[src/rtl/pc_sequencer.sv]
`default_nettype none
// ============================================================================
// Module   : pc_sequencer
// Purpose  : Program-counter register and next-PC sequencer; turns FENCE into
//            a bounded pause and ECALL/EBREAK or a misaligned redirect into a
//            halt. Optional retired-instruction counter under PC_INSTRET_EN.
// Revision : 1.0  initial release
// ============================================================================
module pc_sequencer #(
    parameter logic [31:0] RESET_PC           = 32'h0000_0000,
    parameter int unsigned FENCE_STALL_CYCLES = 4
) (
    input  logic        clk,
    input  logic        rst_n,
    input  logic        imem_ready,
    input  logic [6:0]  opcode,
    input  logic        take_branch,
    input  logic [31:0] branch_target,
    input  logic        jalr,
    input  logic [31:0] jalr_target,
    input  logic        resume,
    output logic [31:0] pc,
    output logic [31:0] pc_plus4,
    output logic        fetch_en,
    output logic        halted,
    output logic        misaligned,
    output logic [31:0] instret
);

    localparam logic [1:0]  c_st_run   = 2'd0;
    localparam logic [1:0]  c_st_fence = 2'd1;
    localparam logic [1:0]  c_st_halt  = 2'd2;

    localparam logic [6:0]  c_op_system = 7'b1110011;
    localparam logic [6:0]  c_op_fence  = 7'b0001111;

    localparam int unsigned c_stall    = (FENCE_STALL_CYCLES == 0) ? 1 : FENCE_STALL_CYCLES;
    localparam logic [31:0] c_cnt_init = 32'(c_stall - 1);

    logic [1:0]  r_state;
    logic [31:0] r_pc;
    logic [31:0] r_cnt;
    logic        r_misaligned;
    logic [31:0] w_pc_plus4;
    logic [31:0] w_target;
    logic        w_retire;

    assign w_pc_plus4 = r_pc + 32'd4;
    // JALR outranks a conditional branch; its LSB is always cleared
    assign w_target   = jalr ? {jalr_target[31:1], 1'b0} : branch_target;
    assign w_retire   = (r_state == c_st_run) && imem_ready;

    always_ff @(posedge clk or negedge rst_n) begin
        if (!rst_n) begin
            r_state      <= c_st_run;
            r_pc         <= RESET_PC;
            r_cnt        <= 32'd0;
            r_misaligned <= 1'b0;
        end else begin
            case (r_state)
                c_st_run: begin
                    if (imem_ready) begin
                        if (opcode == c_op_system) begin
                            r_state <= c_st_halt;
                        end else if (opcode == c_op_fence) begin
                            r_state <= c_st_fence;
                            r_cnt   <= c_cnt_init;
                        end else if (jalr || take_branch) begin
                            if (w_target[1]) begin
                                r_misaligned <= 1'b1;
                                r_state      <= c_st_halt;
                            end else begin
                                r_pc <= w_target;
                            end
                        end else begin
                            r_pc <= w_pc_plus4;
                        end
                    end
                end
                c_st_fence: begin
                    if (r_cnt == 32'd0) begin
                        r_pc    <= w_pc_plus4;
                        r_state <= c_st_run;
                    end else begin
                        r_cnt <= r_cnt - 32'd1;
                    end
                end
                c_st_halt: begin
                    if (resume) begin
                        r_pc         <= w_pc_plus4;
                        r_misaligned <= 1'b0;
                        r_state      <= c_st_run;
                    end
                end
                default: r_state <= c_st_run;
            endcase
        end
    end

`ifdef PC_INSTRET_EN
    logic [31:0] r_instret;

    always_ff @(posedge clk or negedge rst_n) begin
        if (!rst_n) begin
            r_instret <= 32'd0;
        end else if (w_retire) begin
            r_instret <= r_instret + 32'd1;
        end
    end

    assign instret = r_instret;
`else
    logic w_unused;
    assign w_unused = w_retire;
    assign instret  = 32'd0;
`endif

    assign pc         = r_pc;
    assign pc_plus4   = w_pc_plus4;
    assign fetch_en   = (r_state == c_st_run);
    assign halted     = (r_state == c_st_halt);
    assign misaligned = r_misaligned;

endmodule
`default_nettype wire
[config.mk]
export PLATFORM = sky130hd
export DESIGN_NAME = pc_sequencer
export DESIGN_NICKNAME = d
export VERILOG_FILES = /design/src/rtl/pc_sequencer.sv
export SDC_FILE = /design/constraint.sdc
export NUM_CORES = 1
export LEC_CHECK = 0
export CORE_MARGIN = 2
export CORE_UTILIZATION = 50
export DETAILED_ROUTE_END_ITERATION = 16
export GPL_TIMING_DRIVEN = 0
export HOLD_SLACK_MARGIN = 0.08
export PLACE_DENSITY = 0.87
export SLEW_MARGIN = 40
export SYNTH_ARGS = -nofsm -noshare
export SYNTH_HDL_FRONTEND = slang
export SYNTH_SLANG_ARGS = --single-unit
[constraint.sdc]
create_clock -name clk -period 5.6 [get_ports clk]
set_clock_uncertainty 0.1 [all_clocks]
set_input_delay 1.12 -clock clk [delete_from_list [all_inputs] [get_ports clk]]
set_output_delay 1.12 -clock clk [all_outputs]
set_load 0.005 [all_outputs]
# Word level (Yosys, flattened, before mapping)
# Cells that the tools add are included.
# W data, S select, Z words.
# op_classes
add_sub_neg	2
multipliers	0
n_div	0
order_cmp	0
eq_ne	16
shift	0
mux	29
bitwise_logic	0
n_reduce_logical	10
# ops
operator	n
$mux W32	12
$pmux W32 S3	1
$pmux W32 S2	1
$add A32 B3 Y32 const B	1
$logic_not A32 Y1	1
$sub A32 B1 Y32 const B	1
$mux W2	7
$reduce_and A7 Y1	2
$ne A2 B2 Y1 const B	6
$reduce_and A5 Y1	2
$ne A4 B1 Y1 const B	2
$eq A7 B4 Y1 const B	1
$eq A7 B7 Y1 const B	1
$mux W1	6
$ne A2 B1 Y1 const B	3
$pmux W2 S3	1
$reduce_bool A2 Y1	2
$ne A3 B3 Y1 const B	1
$reduce_bool A3 Y1	1
$eq A2 B1 Y1 const B	1
$eq A2 B2 Y1 const B	1
$logic_not A2 Y1	1
$pmux W1 S2	1
$logic_or A1 B1 Y1	1
# totals
ff_bits	67
latch_bits	0
mem_bits_rw	0
rom_bits	0
inputBits	77
out_inout_bits	99
wordCells	61
mem_count	0

# Logic depth before layout (Yosys ltp)
# depth
depth_word	7
mapped_depth	9
mapped_depth_nobuf	7

# Worst setup path before layout
# Ideal clock, no wire load.
# synth_timing
kind	in2reg
startpoint	input port opcode[4]
endpoint	register r_cnt[30]
setup_time_ns	0.079
arrival_ns	2.829
t_required_ns	5.421
slack_ns	2.591
stages	6
n_path_buf	1
path_cell_list	nand4bb_1 -> o32a_1 -> a311o_1 -> clkbuf_1 -> nor4_1 -> mux2i_1
# synth_between
elab_chain_len	3
elab_cells_between_ends	5
classes_between	eq/ne (4); reduce/logical (1)
# synth_rtl
element	line	source
start, declared	16	input logic [6:0] opcode,
$eq A7 B4 Y1 / $eq A7 B7 Y1 (equally long branches)	65, 63	
$ne A2 B1 Y1 (no source line) / $ne A2 B2 Y1 (equally long branches)	-	
$reduce_and A5 Y1 (no source line) *	-	
end signal, assigned	67	r_cnt <= c_cnt_init;
end signal, assigned	85	r_cnt <= r_cnt - 32'd1;
end, declared	42	logic [31:0] r_cnt;
# Mark *: on every way between the ends. The rest lies on a longest branch, timed or not.
# A chain may end at the register's enable or synchronous reset.

# Worst setup path after layout
# layout_timing
startpoint	register r_pc[2] (netlist: pc[2])
endpoint	output port pc_plus4[27]
# layout_between
elab_chain_len	1
# layout_rtl
element	line	source
start, declared	41	logic [31:0] r_pc;
start signal, assigned	73	r_pc <= w_target;
start signal, assigned	76	r_pc <= w_pc_plus4;
start signal, assigned	82	r_pc <= w_pc_plus4;
$add A32 B3 Y32	48	assign w_pc_plus4 = r_pc + 32'd4;
end, declared	23	output logic [31:0] pc_plus4,
# No other way between the ends.

==> results.toml <==
[outcome]
outcome = "complete, no violations"

[yosys]
synth_top_cells_by_area = "dfrtp_1 32%, buf_4 5.2%, mux2i_1 4.7%"
area_fraction_of_the_dominant_cell_type_after_synthesis_pct = 32.4
synth_edf_count = 0
yosysTopAreaCell = "dfrtp_1"
postSynth.topFlopCell = "dfrtp_1"
syn-mean-instance-area_um2 = 8.60
yosys_warnings = 0
postSynthCellCount = 592
synth.lib_cells_used.distinct = 68
netlist_area_um2 = 5090
async_reset_ff_share_pct = 100
ys_seq_elements = 66
ys_seq_area_share_pct = 32.4

[route]
route.detailed.drc = 0
average_vias_per_placed_instance = 6.17
first_pass_iters = 6
initialDrtViolationCount = 406
route.vias.total = 5649
route.final.wire_length_um = 17000
wl_per_cell_um = 18.5
drt.antenna.violating_nets = 0

[sta]
hold_slack_ns = 0.448
timing.setup.tns_ns = 0
max_slew.worst_pin.slew_ns = 0.862
maxSlewHeadroom_pct = 42.0
final_min_period_over_clock_period_pct = 83.1
finalHoldViolCount = 0
rsz0062_at_grt = "false"
finalWorstPathRequiredPeriod_ns = 4.65
maxClockFrequency_ghz = 0.215
final-max-slew-violation-count = 0
report.final.setup_viol = 0

[setup_path]
timing.critical_path.slowest_cell_delay_ns = 0.82
worst-endpoint-required_ns = 4.38
critical_path.endpoint_type = "output pin"
start_kind = "flop"
timing.critical_path.fanout_max = 10
cp_cell_sequence = "nand4_1 > nor4_1 > buf_2 > nand2_1 > nor2_1 > xor2_1 > clkdlybuf4s50_1"
regToRegStartpoint = "r_state[0]"
criticalPathCategory = "reg2out"
timing.critical_path.slowest_stage_cell = "nor4_1"
critical_path_arrival_ns = 3.43
cp_launch_point = "pc[2]"

[global_routing]
grt_antenna_before_repair = 0
total_global_route_track_usage_pct = 30.6
grt_first_pass_wirelength_um = 27100
maximum_number_of_pins_on_one_net_before_global_route_repair = 50
first_global_vias = 5464
overflow = 0

[die]
die_h_um = 105
initial_core_util_pct = 51.9
top_level_pins = 176
core_area_um2 = 9820
die_area_um2 = 11000
std_cell_rows = 36
die_width_um = 105

[power]
share_seq_of_total_power_pct = 29.5
combinationalPowerShare_pct = 56.7
leakagePower_uw = 0.00292
clock_power_share_pct = 13.7
vdd_ir_max_mv = 0.266
power_switching_uw = 1080
internal_power_component_uw = 1560
pwr_density_cell_nw_per_um2 = 378
netSwitchingFraction_pct = 40.9

[placed_design]
hpwlAfterDp_um = 12400
placement.cell_area_um2 = 6810
gp_congestion = 1.00
number_of_input_and_output_port_buffers_inserted = 140

[hold_path]
hold_path.startpoint = "r_cnt[15]"
timing.hold.worst.class = "reg2reg"

[clock_network]
hold_buffers = 0
post-cts-setup-buffer-count = 0
tritoncts = "yes"
post_cts_resize_count = 0
cts.root.buffer_cell = "clkbuf_8"
worst_setup_hold_path_clk_slew_ns = 0.07
cts-buffers-inserted = 9
clock_tree_buf_depth = 2
clock_tree.htree_level_count = 3
numClockSinks = 66
clkLatencyLatePin_ns = 0.37

[final_layout]
nets = 860
areaGrowthSynthToFinish_pct = 37.1
postLayoutCoreUtil_pct = 71.1
final_layout_size_suffix_gt1_share_pct = 11.4
antennaDiodeCount = 0
stdcell_area_um2 = 6980
fillers = 776

[flow_run]
max_cap_viol_count = 0
[power by group through the flow]
stage,clock [uW],sequential [uW],combinational [uW]
floorplan,0,737,707
global placement,0,769,1420
global route,383,793,1600
detailed placement,0,774,1450
CTS,360,770,1470
finish,362,779,1500
[state kept, by name, summed over array words and instances, names as in the netlist]
signal / count
misaligned: 1
pc: 31
r_cnt: 32
r_state: 2
[worst max-delay path, delay by kind of cell (launching register included)]
family | cells | cell delay, ns
xor+xnor | 1 | 0.18
buf+inv | 2 | 0.87
flops | 1 | 0.50
simple gates | 4 | 1.50
[cells in the final DEF (no fill, tap or decap), types with 17 or more instances in the layout]
cell	n
nor4_1	18
o21ai_0	23
nor2_1	37
inv_1	19
conb_1	34
nand2_1	43
xnor2_1	19
dfrtp_1	66
buf_4	35
nand3_1	17
clkbuf_1	34
mux2i_1	24
a21oi_1	25
clkdlybuf4s50_1	139
[per-stage QoR]
stage	worst slack [ns]	total power [uW]	std cells
floorplan	2.59	1440	625
global placement	1.07	2190	898
detailed placement	1.53	2230	899
CTS	1.10	2600	915
global route	0.904	2770	915
finish	0.948	2640	915
[routing by layer]
layer	global-route usage, %	routed length (um)	part of all wire, %
met4	14.9	510	3.0
met2	53.0	8580	51
met1	35.4	6250	37
met3	7.24	1620	9.5
met5	0	0	0
[final timing paths]
kind	end	slack, ns	cells after the start
setup / recovery	pc_plus4[27]	0.95	7
hold / removal	r_cnt[15]	0.45	3
setup reg to reg	r_state[0]	2.47	9
hold reg to reg	r_cnt[15]	0.45	3
max in group asynchronous	r_cnt[14]	4.40	2
min in group asynchronous	r_cnt[20]	0.49	1
[layout make-up]
cell class | count | area, um2 | share of cell area (%)
multi-input cells | 464 | 3070 | 44.0
flip-flops and latches | 66 | 1650 | 23.7
repair buffers | 141 | 1430 | 20.5
plain buffers | 75 | 422 | 6.04
well taps | 133 | 166 | 2.38
clock buffers | 13 | 149 | 2.13
inverters | 20 | 75.1 | 1.08
clock inverters | 3 | 15.0 | 0.215
[Yosys cell counts (3+ instances only)]
library cell,number
or3_1,13
nand3_1,17
o211ai_1,3
and3_1,5
nand2_1,43
nor2_1,37
mux2_2,13
o31ai_1,8
ha_1,6
o32ai_1,3
nor4_2,3
nand4bb_1,4
a2bb2oi_1,11
xor2_1,11
buf_4,35
nor2b_1,4
o22a_1,4
mux2i_1,24
nor4_1,18
clkbuf_1,31
a2111oi_0,11
a31oi_1,14
o22ai_1,12
o41ai_1,11
nand4b_1,5
dfrtp_1,66
nor3_1,15
a211oi_1,3
a21oi_1,25
xnor2_1,19
a22oi_1,3
or4_1,9
inv_1,19
o21ai_0,23
nand4_1,14
buf_2,7
or2_2,7
[cell families (layout without fill, tap and decap cells)]
family | count (synthesis) | in the layout | share of synthesized area [%]
buf+inv | 95 | 252 | 9.75
xor+xnor | 30 | 30 | 5.16
other cells | 1 | 34 | 0.0736
simple gates | 209 | 209 | 23.1
compound gates | 148 | 148 | 20.4
fa+ha+maj | 6 | 6 | 1.47
flops | 66 | 66 | 32.4
mux | 37 | 37 | 7.59
Note: power is estimated with default switching activity, not from simulation.
==> variant 1 (same settings) <==
Build with the macro `PC_INSTRET_EN` defined.
--- a/src/rtl/pc_sequencer.sv
+++ b/src/rtl/pc_sequencer.sv
@@ -8,2 +8,4 @@
 // ============================================================================
+`define PC_INSTRET_EN
+
 module pc_sequencer #(
Check against the original RTL: not equivalent (a bounded check fails within 4 cycles, from zero or initial values and one cycle with rst_n low).
==> variant 1 against the original RTL <==
  * Synthesized area increased by 28%
  * Synthesized cell count increased by 18%
  * Sequential cell count increased by 32
  * Power decreased by 41%
  * Largest cell class unchanged
  * Wire length increased by 14%
  * Worst setup slack improved by 240 ps
  * Register-to-register slack got worse by 180 ps
  * First-iteration DRC count increased by 13%
  * Design area increased by 26%
  * Final cell count increased by 16%
  * Clock power increased by 76%
  * Via count increased by 13%
==> variant 1: results (changes against the original RTL) <==
| Metric | Value |
|---|---|
| Rel. slew slack | 0.4390 (was 0.4200) |
| First-pass GRT wire length | 31430 um (was 27130 um) |
| Crit path DAT | 3190 ps (was 3430 ps) |
| Peak supply drop | 0.1200 mV (was 0.2657 mV) |
| ClkCell Share | 0.03452 (was 0.02347) |
| Slowest stage cell on the critical path | nor4_2 (was nor4_1) |
| Dpl hpwl | 14490 um (was 12430 um) |
| End of the worst register-to-register path | pc[10] (was r_state[0]) |
| Final wirelength | 19420 um (was 16970 um) |
| Worst skew pair latency | 350 ps (was 370 ps) |
| Largest net degree at the start of global routing | 56 (was 50) |
| Iter 0 DRT Violations | 458 (was 406) |
| Pre-CTS WS | 1550 ps (was 1534 ps) |
| GP Congestion | 0.9261 (was 1.005) |
| First-pass detailed-route iteration total | 5 (was 6) |
| Area after DPL | 0.008489 sq mm (was 0.006813 sq mm) |
| Buffers outside the clock class | 220 (was 216) |
| I/O Buffers | 171 (was 140) |
| Pleak | 3.274 nW (was 2.925 nW) |
| Post-Synth Adder-Cell Area | 0.01347 (was 0.01474) |
| Synthesis-to-finish area growth | 35.49% (was 37.13%) |
| Run status | complete, no violations (unchanged) |
| Placed cell count | 1046 (was 899) |
| Crit path largest cell delay | 730 ps (was 820 ps) |
| Post-synthesis mux area share | 0.06139 (was 0.07592) |
| Top cells by count, synth | dfrtp_1, nand2_1, xnor2_1 (was dfrtp_1, nand2_1, nor2_1) |
| Hold Crit Start | instret[31] (was r_cnt[15]) |
| Hold depth | 1 (was 3) |
| GRT Resource Usage Total | 0.2774 (was 0.3060) |
| CP Max Fanout | 7 (was 10) |
| Sequential area share after synthesis | 0.3772 (was 0.3243) |
| Share of post-route cells with drive strength above 1 | 0.09652 (was 0.1138) |
| Mean Syn Cell Area | 9.274 sq um (was 8.602 sq um) |
| Vias in the first global route | 6193 (was 5464) |
| Root buffer cell | clkbuf_16 (was clkbuf_8) |
variant 1: power by group:
part / internal [mW] / total (mW) / switching (mW)
clock: 0.318 / 0.636 / 0.318
combinational: 0.110 / 0.175 / 0.0658
sequential: 0.716 / 0.732 / 0.0160
total: 1.14 / 1.54 / 0.400
variant 1: metal layers:
metal,share of wire,vias up,routed length (um),GRT usage
met5,0,-,0,0
met4,0.016,0,309,0.08358
met3,0.073,29,1424,0.05039
met2,0.50,323,9712,0.4818
met1,0.41,3055,7978,0.3514
li1,-,2996,-,-
variant 1: worst max path at each step:
stage / start / end / slack (ps)
floorplan: pc[15] / pc_plus4[31] / 2400
global placement: rst_n / pc[23] / -470
detailed placement: pc[15] / pc_plus4[28] / 1550
CTS: pc[14] / pc_plus4[28] / 1140
global route: pc[14] / pc_plus4[31] / 1000
finish: pc[15] / pc_plus4[31] / 1190
==> variant 2 (same settings) <==
Made on the original files. Add an input register stage for `branch_target` and `jalr_target`, cleared by the reset; this delays them by one clock. The other inputs are not delayed to match.
--- a/src/rtl/pc_sequencer.sv
+++ b/src/rtl/pc_sequencer.sv
@@ -39,2 +39,15 @@
 
+    logic [31:0] branch_target_q;
+    logic [31:0] jalr_target_q;
+
+    always_ff @(posedge clk or negedge rst_n) begin
+        if (!rst_n) begin
+            branch_target_q <= '0;
+            jalr_target_q   <= '0;
+        end else begin
+            branch_target_q <= branch_target;
+            jalr_target_q   <= jalr_target;
+        end
+    end
+
     logic [1:0]  r_state;
@@ -49,3 +62,3 @@
     // JALR outranks a conditional branch; its LSB is always cleared
-    assign w_target   = jalr ? {jalr_target[31:1], 1'b0} : branch_target;
+    assign w_target   = jalr ? {jalr_target_q[31:1], 1'b0} : branch_target_q;
     assign w_retire   = (r_state == c_st_run) && imem_ready;
Behaviour: not the same (Yosys sat finds a counterexample within 4 cycles, from zero or initial values and one cycle with rst_n low).
==> variant 2 against the original RTL <==
  * Fmax shrank 0.29%
  * Final cell count grew 9.2%
  * Synthesized cell count grew 5.1%
  * Sequential cell count grew 63
  * Design area grew 26%
  * Worst setup slack lost 13 ps
  * Wire length grew 1.3%
  * Power grew 52%
  * Synthesized area grew 25%
  * Largest cell class is now registers
==> variant 2: results (changes against the original RTL) <==
| Metric | Value |
|---|---|
| Iter 0 DRT Violations | 476 (was 406) |
| CP Max Fanout | 9 (was 10) |
| Crit path DAT | 3450 ps (was 3430 ps) |
| Buffers outside the clock class | 201 (was 216) |
| Area after DPL | 0.008109 sq mm (was 0.006813 sq mm) |
| First-pass GRT wire length | 26730 um (was 27130 um) |
| Share of post-route cells with drive strength above 1 | 0.1233 (was 0.1138) |
| End of the worst register-to-register path | pc[13] (was r_state[0]) |
| Final wirelength | 17180 um (was 16970 um) |
| Hold_ws | 423.5 ps (was 448.4 ps) |
| Peak supply drop | 0.4105 mV (was 0.2657 mV) |
| Synth top area cells | dfrtp_1, buf_4, nor2_1, xnor2_1, xor2_1 (was dfrtp_1, buf_4, mux2i_1, xnor2_1, nand2_1) |
| Worst setup path startpoint | pc[4] (was pc[2]) |
| Pleak | 3.890 nW (was 2.925 nW) |
| Fillers | 893 (was 776) |
| GRT Resource Usage Total | 0.2607 (was 0.3060) |
| Sequential area share after synthesis | 0.5087 (was 0.3243) |
| Core area | 0.01252 sq mm (was 0.009819 sq mm) |
| Met1 Usage GRT | 0.3271 (was 0.3539) |
| Clk pwr | 1.31 mW (was 0.362 mW) |
| Synth Area in Compound Gates | 0.1242 (was 0.2044) |
| Synth unique cells | 55 (was 68) |
| Largest net degree at the start of global routing | 74 (was 50) |
| ClkCell Share | 0.07927 (was 0.02347) |
| WL met3 | 1471 um (was 1618 um) |
| Met3 Use GR | 0.09081 (was 0.07236) |
| P_comb | 1.41 mW (was 1.50 mW) |
| Seq cells | 129 (was 66) |
| GR Util met2 | 0.4186 (was 0.5301) |
| Worst r2r src | r_cnt[0] (was r_state[0]) |
| NonClk Buf Share | 0.2036 (was 0.2652) |
| H-Tree Depth | 4 (was 3) |
| I/O Buffers | 139 (was 140) |
| Post-Synth Adder-Cell Area | 0.01183 (was 0.01474) |
| Met1 WL | 6843 um (was 6253 um) |
| Run status | complete, no violations (unchanged) |
| Psw | 1.271 mW (was 1.078 mW) |
| DR vias/cell | 5.351 (was 6.174) |
| Total CTS buffers | 17 (was 9) |
| Sequential Power | 1.28 mW (was 0.779 mW) |
| Worst R2R Setup Slack | 2640 ps (was 2470 ps) |
| Fraction of area in multi-input gates | 0.3219 (was 0.4402) |
| Synth Area in XOR/XNOR | 0.07453 (was 0.05160) |
| #MultiIn Comb | 455 (was 464) |
| Worst Hold Path EP | r_cnt[30] (was r_cnt[15]) |
| Metal2 WL | 8443 um (was 8583 um) |
| Dpl hpwl | 11420 um (was 12430 um) |
| GP Congestion | 0.8840 (was 1.005) |
| Root buffer cell | clkbuf_16 (was clkbuf_8) |
| Top cells by count, synth | dfrtp_1, nor2_1, nand2_1 (was dfrtp_1, nand2_1, nor2_1) |
| Vias in the first global route | 5257 (was 5464) |
| Layout Nets | 897 (was 860) |
| Non-clk invs | 10 (was 20) |
| Worst skew pair latency | 430 ps (was 370 ps) |
| Actual slew at the worst max-slew pin | 839.0 ps (was 862.1 ps) |
| CP endpoint | pc_plus4[23] (was pc_plus4[27]) |
| Hold Crit Start | r_cnt[30] (was r_cnt[15]) |
==> variant 2: cell count changes after synthesis, sizes merged, moves of 10 or more <==
cell,delta
a2111oi,-11
clkbuf,-12
dfrtp,+63
mux2i,-10
nand2,+13
nor2,+25
nor4,-10
xor2,+16
==> variant 2: cells by family (layout without fill, tap and decap cells) <==
kind of cell | count (synthesis) | in the layout
compound gates | 118 | 118
xor+xnor | 54 | 54
fa+ha+maj | 6 | 6
buf+inv | 71 | 243
flops | 129 | 129
mux | 27 | 27
other cells | 1 | 34
simple gates | 216 | 216
==> variant 2: critical path, stage by stage (launching register included) <==
cell	delay, ps
dfrtp_1	350
buf_2	200
nand4_1	250
or2_1	350
nor2_1	570
nand4_1	340
xnor2_1	390
clkdlybuf4s50_1	570
==> variant 2: through the flow <==
step	utilization	setup WS [ps]	cells
after floorplan	-	2564	655
after global placement	0.6452	-1592	966
after detailed placement	0.6478	1671	967
after CTS	0.7036	1015	999
after global routing	0.7036	797.7	999
final	0.7036	934.1	999
